**config.mk**
```make
export PLATFORM = sky130hd
export DESIGN_NAME = rr_onehot_arbiter_flat
export DESIGN_NICKNAME = d
export VERILOG_FILES = /design/src/rtl/rr_onehot_arbiter_if.sv /design/src/rtl/rr_onehot_arbiter.sv /design/src/flat_wrapper.sv
export SDC_FILE = /design/constraint.sdc
export NUM_CORES = 1
export LEC_CHECK = 0
export CORE_MARGIN = 2
export CORE_UTILIZATION = 35
export CTS_CLUSTER_DIAMETER = 150
export DETAILED_ROUTE_END_ITERATION = 10
export GPL_TIMING_DRIVEN = 1
export PLACE_DENSITY = 0.65
export RECOVER_POWER = 100
export SKIP_LAST_GASP = 1
export SLEW_MARGIN = 40
export SYNTH_ARGS = -nofsm -noshare
export SYNTH_HDL_FRONTEND = slang
export SYNTH_SLANG_ARGS = --single-unit
```
**constraint.sdc**
```tcl
create_clock -name clk -period 10.9 [get_ports clk]
set_input_delay 3.27 -clock clk [delete_from_list [all_inputs] [get_ports clk]]
set_output_delay 3.27 -clock clk [all_outputs]
set_load 0.01 [all_outputs]
```
**src/rtl/rr_onehot_arbiter_if.sv**
```systemverilog
// Request/grant bundle between the requesters and the round-robin arbiter.
// The arbiter uses the slave modport; the requester side uses master.
interface rr_onehot_arbiter_if #(
  parameter int N = 8
);
  logic [N-1:0] req;
  logic         done;
  logic [N-1:0] gnt;
  logic         gnt_valid;
  logic         timeout;

  modport master (
    output req,
    output done,
    input  gnt,
    input  gnt_valid,
    input  timeout
  );

  modport slave (
    input  req,
    input  done,
    output gnt,
    output gnt_valid,
    output timeout
  );
endinterface

```
**src/rtl/rr_onehot_arbiter.sv**
```systemverilog
// Round-robin arbiter producing a registered one-hot (or zero) grant with
// bounded tenure: done, requester drop or hold-limit forced release.
module rr_onehot_arbiter #(
  parameter int N        = 8,
  parameter int MAX_HOLD = 16
) (
  input  logic                 clk,
  input  logic                 rst,
  rr_onehot_arbiter_if.slave   bus
);

  localparam int PW = (N > 1) ? $clog2(N) : 1;
  localparam int CW = (MAX_HOLD > 1) ? $clog2(MAX_HOLD) : 1;

  typedef enum logic [0:0] {
    IDLE  = 1'b0,
    GRANT = 1'b1
  } state_e;

  state_e        state_q, state_d;
  logic [N-1:0]  gnt_q, gnt_d;
  logic          gnt_valid_q, gnt_valid_d;
  logic          timeout_q, timeout_d;
  logic [PW-1:0] ptr_q, ptr_d;
  logic [CW-1:0] cnt_q, cnt_d;

  logic          win_found_s;
  logic [PW-1:0] win_idx_s;
  logic          rel_done_s;
  logic          rel_drop_s;
  logic          rel_limit_s;

  // Rotating search: first asserted request at or above ptr, wrapping to 0.
  always_comb begin
    logic [PW-1:0] idx;
    win_found_s = 1'b0;
    win_idx_s   = '0;
    idx         = '0;
    for (int i = 0; i < N; i++) begin
      idx = PW'((int'(ptr_q) + i) % N);
      if (!win_found_s && bus.req[idx]) begin
        win_found_s = 1'b1;
        win_idx_s   = idx;
      end else begin
        win_found_s = win_found_s;
      end
    end
  end

  // Since gnt_q is one-hot while granting, masking req with it isolates req[g].
  always_comb begin
    rel_done_s  = bus.done;
    rel_drop_s  = ~(|(bus.req & gnt_q));
    rel_limit_s = (cnt_q == CW'(MAX_HOLD - 1));
  end

  // Next-state and next-output computation for the grant FSM.
  always_comb begin
    state_d   = state_q;
    gnt_d     = gnt_q;
    ptr_d     = ptr_q;
    cnt_d     = cnt_q;
    timeout_d = 1'b0;
    case (state_q)
      IDLE: begin
        if (win_found_s) begin
          gnt_d   = N'(1) << win_idx_s;
          ptr_d   = (win_idx_s == PW'(N - 1)) ? '0 : (win_idx_s + PW'(1));
          cnt_d   = '0;
          state_d = GRANT;
        end else begin
          gnt_d   = '0;
        end
      end
      GRANT: begin
        if (rel_done_s || rel_drop_s || rel_limit_s) begin
          gnt_d     = '0;
          cnt_d     = '0;
          state_d   = IDLE;
          timeout_d = rel_limit_s && !rel_done_s && !rel_drop_s;
        end else begin
          cnt_d     = cnt_q + CW'(1);
        end
      end
      default: begin
        gnt_d   = '0;
        cnt_d   = '0;
        state_d = IDLE;
      end
    endcase
    gnt_valid_d = |gnt_d;
  end

  // State, pointer, counter and output registers with synchronous reset.
  always_ff @(posedge clk) begin
    if (rst) begin
      state_q     <= IDLE;
      gnt_q       <= '0;
      gnt_valid_q <= 1'b0;
      timeout_q   <= 1'b0;
      ptr_q       <= '0;
      cnt_q       <= '0;
    end else begin
      state_q     <= state_d;
      gnt_q       <= gnt_d;
      gnt_valid_q <= gnt_valid_d;
      timeout_q   <= timeout_d;
      ptr_q       <= ptr_d;
      cnt_q       <= cnt_d;
    end
  end

  assign bus.gnt       = gnt_q;
  assign bus.gnt_valid = gnt_valid_q;
  assign bus.timeout   = timeout_q;

endmodule

```
**src/flat_wrapper.sv**
```systemverilog
// flat-port wrapper written by rule: the top's interface ports become plain ports
module rr_onehot_arbiter_flat 
#(
  parameter int N        = 8,
  parameter int MAX_HOLD = 16
)
  (clk, rst, bus_req, bus_done, bus_gnt, bus_gnt_valid, bus_timeout);
  rr_onehot_arbiter_if #(.N(N)) bus_i ();
  input  logic clk;
  input  logic rst;
  input wire logic [$bits(bus_i.req)-1:0] bus_req;
  input wire logic [$bits(bus_i.done)-1:0] bus_done;
  output wire logic [$bits(bus_i.gnt)-1:0] bus_gnt;
  output wire logic [$bits(bus_i.gnt_valid)-1:0] bus_gnt_valid;
  output wire logic [$bits(bus_i.timeout)-1:0] bus_timeout;
  assign bus_i.req = bus_req;
  assign bus_i.done = bus_done;
  assign bus_gnt = bus_i.gnt;
  assign bus_gnt_valid = bus_i.gnt_valid;
  assign bus_timeout = bus_i.timeout;
  rr_onehot_arbiter #(.N(N), .MAX_HOLD(MAX_HOLD)) u_core (.clk(clk), .rst(rst), .bus(bus_i));
endmodule
```
==> run metrics, run 1 <==
Hold Crit Depth=2; TNS Setup=0 ps; R2R depth=12; DRT Wirelength=3890 µm; share of cells above drive strength 1=12.9%; synthesized net count=201; GRT Overall Usage=14.9%; CTS root buffer=clkbuf_8; post-route cell area=0.00192 mm²; Slew @ Worst Pin=668 ps; syn avg cell area=9.01 µm²; Pint=0.284 mW; Placer Congestion=0.814; DP Area=0.00188 mm²; status=finished, final reports clean; most common cell in the netlist=dfxtp_1; Final Max Tran Viols=0; synthesized instance count=183; Logic pwr share=70.1%; Post-synth ARST share=0%; # diodes=0; post-route clock period utilization=57.9%; final setup violation count=0; Peak VDD IR=0.142 mV; post-CTS setup buffers=0; First-pass DRT Iterations=4; Reg clk slew, reported paths=70 ps; IO Port Bufs=20; CP max FO=7; chip width=72.6 µm; PwrDens=275 mW/mm²; reg-to-reg slack, setup=6660 ps; area leader, netlist=dfxtp_1; synthesized cell area=0.00165 mm²; unrepaired setup endpoints after global routing=no; Area contributors post-synth=dfxtp_1 (22%), mux4_2 (14%), ha_1 (5.3%), a21oi_1 (3.3%), inv_1 (3.2%); maxcap violations=0; final hold slack=473 ps; Tmin final=6310 ps; ANT nets after route=0; Min-Delay Path Class=register to register; clock latency on the worst-skew pair=250 ps; EDFF count, synth=0; #FFs+latches synth=18; Psw=0.244 mW; initial core utilization=37.1%; grt ovf=0; Hold-fix buffers, CTS=0; WL/cell=15.4 µm; PostCTS Resize Cnt=0; height of the die=72.6 µm; Slew headroom=55.1%; Iter 0 DRT Violations=120; Leak=0.736 nW; CTS sink count=18; NumNets Final=220; number of remaining DRC errors=0; Fmax=158 MHz; CP Data Required Time=11030 ps; largest net degree at the start of global routing=18; Final Hold Violating Endpoints=0; first-pass GRT wire length=6290 µm; vias in the first global route=1327; CTS tree=done; Placeable Area=0.00444 mm²; Worst EP arrival=6440 ps; Flop pwr share=19.7%; row cnt=24; post-synth top area share=21.9%; Clock Path Buffers=2; DP HPWL=2990 µm; I/O Pins=21; post-synth cell types=50; crit path kind=input port to register; clk_skew=1.85 ps; H-tree Lvls=1; Final Power=0.529 mW; initial antenna violation count=0; endpoint type of the worst setup path=register; Via Count=1490; sequential fraction of the synthesis area=21.9%; Area Overhead vs Synth=16.6%; critical path startpoint category=input port; Via density=5.89; CTS Buf Count=3; Die Footprint=0.00528 mm²; synth cell count leaders=dfxtp_1 (18), inv_1 (14), nor2_1 (14), a21oi_1 (11); clock power share=10.2%; yosys warns=0; Primary FF master, synth=dfxtp_1; Sw Ratio=46.2%
[cell usage in the layout, fill, tap and decap left out, types with 6 or more instances in the layout]
master           netlist  layout
inv_1                 14      14
nand2_1               10      10
clkdlybuf4s50_1        0       9
dlygate4sd3_1          0      11
mux4_2                10      10
dfxtp_1               18      17
a21oi_1               11      11
ha_1                   7       7
nor2_1                14      14
a22oi_1                6       6
o21ai_0                5       9
nand3_1                6       6
[critical path, cell delays in order]
cell           delay, ps
dlygate4sd3_1        640
mux4_2               540
mux2i_1              320
and2_0               270
nand3b_1             120
nand3_1              110
o21ai_0              110
a32o_1               320
ha_1                 240
o41ai_1              360
a21oi_1              110
[cells by family after synthesis]
| kind of cell | Yosys count | synth area share (%) |
|---|---|---|
| buffers and inverters | 20 | 5.24 |
| AND/OR/NAND/NOR | 57 | 17.8 |
| AO/OA/AOI/OAI | 55 | 23.7 |
| flip-flops | 18 | 21.9 |
| adder cells (fa/ha/maj) | 7 | 5.31 |
| XOR/XNOR | 4 | 2.12 |
| multiplexers | 22 | 23.9 |
[final timing paths]
kind / startpoint / end
max: bus_req[0] / u_core.bus.gnt_valid
min: u_core.bus.gnt[0] / u_core.bus.gnt[0]
max reg2reg: u_core.ptr_q[1] / u_core.bus.gnt_valid
min reg2reg: u_core.bus.gnt[0] / u_core.bus.gnt[0]
[flip-flops by register name, indices dropped and copies added, names as in the netlist]
| signal | count |
|---|---|
| u_core.ptr_q | 3 |
| u_core.cnt_q | 4 |
| u_core.state_q | 1 |
| u_core.bus.gnt_valid | 1 |
| u_core.bus.timeout | 1 |
| u_core.bus.gnt | 8 |
[per-layer routing]
layer / up-vias / part of all wire [%] / routed length (µm) / global-route usage [%]
met5: - / 0 / 0 / 0
met4: 0 / 1.1 / 41 / 4.12
met3: 5 / 3.4 / 132 / 1.38
met2: 31 / 46 / 1780 / 23.6
met1: 716 / 50 / 1940 / 21.7
li1: 738 / - / - / -
[metrics by stage]
step | worst slack (ps) | utilization [%] | std cells
after floorplan | 5260 | - | 183
after global placement | 4470 | 42.3 | 249
after detailed placement | 4460 | 42.3 | 249
after CTS | 4730 | 43.6 | 253
after global routing | 4380 | 43.3 | 253
final | 4590 | 43.3 | 253
[power by group through the flow]
stage	Combinational, mW	Sequential [mW]	Clock, mW
after detailed placement	0.374	0.106	0
after global placement	0.375	0.106	0
after floorplan	0.308	0.0923	0
after global routing	0.405	0.107	0.0565
after CTS	0.378	0.104	0.0545
final	0.371	0.104	0.0540
[layout make-up]
cell class                 count  area, µm²
fill                         455       2520
multi-input combinational    145       1190
clock buffer                   4       55.1
tap                           52       65.1
inverter                      14       52.6
timing repair buffer          20        200
sequential                    18        362
Power figures use the tool's default switching activity.
==> run 2, diff against run 1 <==
==> constraint.sdc (replaced) <==
create_clock -name clk -period 5.84 [get_ports clk]
set_input_delay 1.752 -clock clk [delete_from_list [all_inputs] [get_ports clk]]
set_output_delay 1.752 -clock clk [all_outputs]
set_load 0.01 [all_outputs]
==> run 2 against run 1 <==
Net effect:
- cell area did not move
- routed wire length down 1.6%
- total power grew 86%
- combinational power up 86%
- critical path type unchanged
- critical endpoint unchanged
- highest routed layer unchanged
==> run metrics, run 2 (synthesized netlist as in run 1, its figures left out) <==
status=finished, final reports clean; chip width=72.6 µm; post-route clock period utilization=81.8%; CTS tree=done; clock power share=10.3%; CP Data Required Time=5970 ps; # diodes=0; initial antenna violation count=0; fin worst setup slack=1060 ps; CTS root buffer=clkbuf_8; IO Port Bufs=20; CTS sink count=18; Placer Congestion=0.803; initial core utilization=37.1%; final hold slack=470 ps; Slew @ Worst Pin=704 ps; Psw=0.453 mW; Hold-fix buffers, CTS=0; TNS Setup=0 ps; Final Hold Violating Endpoints=0; vias in the first global route=1319; Flop pwr share=19.7%; H-tree Lvls=1; filler instances=430; I/O Pins=21; Fmax=209 MHz; Final Power=0.983 mW; Reg clk slew, reported paths=70 ps; WL/cell=15.1 µm; ANT nets after route=0; PostCTS Resize Cnt=0; Area Overhead vs Synth=16.6%; Via density=5.87; Min-Delay Path Class=register to register; endpoint type of the worst setup path=register; post-CTS setup buffers=0; maxcap violations=0; Via Count=1485; critical path startpoint category=input port; Worst EP arrival=4910 ps; unrepaired setup endpoints after global routing=no; number of remaining DRC errors=0; fin util=43.3%; PwrDens=511 mW/mm²; Sw Ratio=46.1%; GRT Overall Usage=15.4%; crit path kind=input port to register; first-pass GRT wire length=6510 µm; Slew headroom=52.7%; Iter 0 DRT Violations=148; First-pass DRT Iterations=4; final setup violation count=0; Final Max Tran Viols=0; DP HPWL=2960 µm; DRT Wirelength=3830 µm; commonest non-fill, non-tap cells in the layout=dfxtp_1 (17), inv_1 (14), nor2_1 (14), a21oi_1 (11), dlygate4sd3_1 (11); largest net degree at the start of global routing=18; Placeable Area=0.00444 mm²; Leak=0.736 nW; pre-CTS setup slack=908 ps; number of flip-flops in the largest register=8; grt ovf=0; Logic pwr share=70.0%; row cnt=24; most common cell after layout, fill and taps aside=dfxtp_1; Clock Path Buffers=2; CP max FO=7; clk_skew=5.17 ps; Tmin final=4780 ps; share of cells above drive strength 1=12.9%; CTS Buf Count=3; NumNets Final=220; clock latency on the worst-skew pair=260 ps; Pint=0.530 mW; Die Footprint=0.00528 mm²; Peak VDD IR=0.250 mV; height of the die=72.6 µm
==> run 2: cell counts in the layout (fill, tap and decap cells not counted) <==
No cell type changed its count.
==> run 2: critical path, stage by stage <==
cell           delay (ps)
dlygate4sd3_1         630
mux4_2                520
mux2i_1               330
and2_0                270
nand3b_1              120
nand3_1               110
o21ai_0               120
a32o_1                330
ha_1                  240
o41ai_1               370
a21oi_1               120
==> run 2: path summary, 6_finish.rpt <==
kind	startpoint	slack (ps)	cells past startpoint	endpoint
worst min register to register	u_core.bus.gnt[0]	470	2	u_core.bus.gnt[0]
worst min-delay path	u_core.bus.gnt[0]	470	2	u_core.bus.gnt[0]
worst max-delay path	bus_req[2]	1060	11	u_core.bus.gnt_valid
worst max register to register	u_core.ptr_q[1]	1600	12	u_core.bus.gnt_valid
==> run 2: area by class of cell <==
class | count | area [µm²] | share of cell area [%]
Timing Repair Buffer | 20 | 200 | 10.4
Inverter | 14 | 52.6 | 2.73
Multi-Input combinational cell | 145 | 1190 | 61.8
Sequential cell | 18 | 362 | 18.8
Clock buffer | 4 | 55.1 | 2.86
Tap cell | 52 | 65.1 | 3.38
==> run 2: layer usage <==
layer,vias up,part of all wire [%],global-route usage (%)
met5,-,0,0
met4,0,1.0,4.32
met3,4,3.4,1.10
met2,35,45,23.7
met1,706,50,23.0
li1,740,-,-
==> run 2: stage by stage <==
step,instances,area (µm²)
4_1_cts,253,1940
2_1_floorplan,183,1650
3_5_place_dp,249,1880
3_3_place_gp,249,1880
6_report,253,1920
5_1_grt,253,1920
==> run 2: power by group through the flow <==
stage / sequential [mW] / combinational (mW) / clock [mW]
final: 0.193 / 0.689 / 0.102
after global routing: 0.200 / 0.763 / 0.108
after CTS: 0.193 / 0.700 / 0.103
after detailed placement: 0.196 / 0.696 / 0
after global placement: 0.198 / 0.700 / 0
after floorplan: 0.172 / 0.575 / 0
==> run 3, diff against run 2 <==
==> constraint.sdc (replaced) <==
create_clock -name clk -period 4.8 [get_ports clk]
set_input_delay 1.44 -clock clk [delete_from_list [all_inputs] [get_ports clk]]
set_output_delay 1.44 -clock clk [all_outputs]
set_load 0.01 [all_outputs]
==> run 3 against run 2 <==
Net effect:
- clock-buffer cell count did not move
- die area is the same
- first-iteration DRC count shrank 5.4%
- worst hold slack better by 8.9 ps
==> run metrics, run 3 (synthesized netlist as in run 1, its figures left out) <==
H-tree Lvls=1; Via Count=1519; Die Footprint=0.00528 mm²; Slew @ Worst Pin=742 ps; clk_skew=2.66 ps; Reg clk slew, reported paths=70 ps; critical path startpoint category=input port; commonest non-fill, non-tap cells in the layout=dfxtp_1 (18), inv_1 (14), nor2_1 (14), a21oi_1 (11), dlygate4sd3_1 (11); PwrDens=630 mW/mm²; share of cells above drive strength 1=12.8%; NumNets Final=222; I/O Pins=21; Worst EP arrival=4640 ps; first-pass GRT wire length=7390 µm; ANT nets after route=0; CTS tree=done; initial antenna violation count=0; most used cell, CP=nand3_1; grt ovf=0; number of flip-flops in the largest register=8; filler instances=440; CP Data Required Time=4980 ps; First-pass DRT Iterations=4; Peak VDD IR=0.292 mV; endpoint type of the worst setup path=register; Via density=5.96; Tmin final=4460 ps; CP max FO=7; status=finished, final reports clean; GRT Overall Usage=17.4%; Critical Path, Cell by Cell=dlygate4sd3_1, mux2_1, mux4_2, o32ai_2, nand3_1, nand3_1, or2_2, a32oi_1, ha_1, or4_1, o221ai_1; final setup violation count=0; most common cell after layout, fill and taps aside=dfxtp_1; unrepaired setup endpoints after global routing=no; Worst Path Buf+Inv=1; row cnt=24; Min-Delay Path Class=register to register; height of the die=72.6 µm; delay-heaviest family, CP=simple AND/OR/NAND/NOR gates; Final Max Tran Viols=0; post-route clock period utilization=92.9%; Iter 0 DRT Violations=140; initial core utilization=37.1%; Final Power=1.22 mW; # diodes=0; PostCTS Resize Cnt=0; number of remaining DRC errors=0; CTS root buffer=clkbuf_8; vias in the first global route=1468; clock latency on the worst-skew pair=260 ps; DRT Wirelength=4090 µm; largest net degree at the start of global routing=17; Multi-input gate area=0.00119 mm²; Hold-fix buffers, CTS=0; Critical Path Max Stage Delay=630 ps; maxcap violations=0; register area=360 µm²; Placer Congestion=0.797; Area Overhead vs Synth=17.5%; Slowest cell on crit path=dlygate4sd3_1; IO Port Bufs=20; Fmax=224 MHz; post-CTS setup buffers=0; reg2reg start=u_core.ptr_q[0]; CTS sink count=18; Placeable Area=0.00444 mm²; DP HPWL=3150 µm; crit path kind=input port to register; CTS Buf Count=3; HP Start=u_core.cnt_q[3]; TNS Setup=0 ps; WL/cell=16.0 µm; chip width=72.6 µm; Clock Path Buffers=2; Leak=0.746 nW; Slew headroom=50.1%; Final Hold Violating Endpoints=0; Setup crit start=bus_req[3]
[run 3: worst reg2reg max path: cells and delay by family (launching register included)]
kind	cells	cell delay (ps)
multiplexers	2	880
buffers and inverters	1	120
AND/OR/NAND/NOR	4	930
AO/OA/AOI/OAI	3	520
adder cells (fa/ha/maj)	2	910
flip-flops	1	330
[run 3: path summary, 6_finish.rpt]
| kind | endpoint | slack, ps | cells past startpoint |
|---|---|---|---|
| worst min register to register | u_core.bus.timeout | 480 | 2 |
| worst min-delay path | u_core.bus.timeout | 480 | 2 |
| worst max register to register | u_core.ptr_q[2] | 1030 | 12 |
| worst max-delay path | u_core.ptr_q[2] | 340 | 11 |
[run 3: layout make-up]
cell class	count	share of cell area, %
Sequential cell	18	18.6
Tap cell	52	3.36
Timing Repair Buffer	22	11.1
Multi-Input combinational cell	145	61.4
Clock buffer	4	2.84
Inverter	14	2.71
[run 3: report_power, final]
group | leakage (nW) | internal [mW] | switching (mW) | total [mW]
registers | 0.147 | 0.180 | 0.0245 | 0.204
clock network | 0.0288 | 0.0730 | 0.0505 | 0.123
logic | 0.571 | 0.400 | 0.493 | 0.892
total | 0.746 | 0.652 | 0.568 | 1.22
[run 3: layer usage]
layer	global-route usage (%)	wire length, µm
met5	0	0
met4	4.94	57
met3	1.52	150
met2	26.0	1790
met1	26.8	2090
[run 3: metrics by stage]
step           area [µm²]  std cells  hold slack (ps)  util [%]  setup WS [ps]
3_3_place_gp         1900        251              464      42.7            215
5_1_grt              1940        255              510      43.6            120
3_5_place_dp         1900        251              465      42.7            224
4_1_cts              1950        255              475      43.9            488
2_1_floorplan        1650        183              445         -            986
6_report             1940        255              479      43.6            338
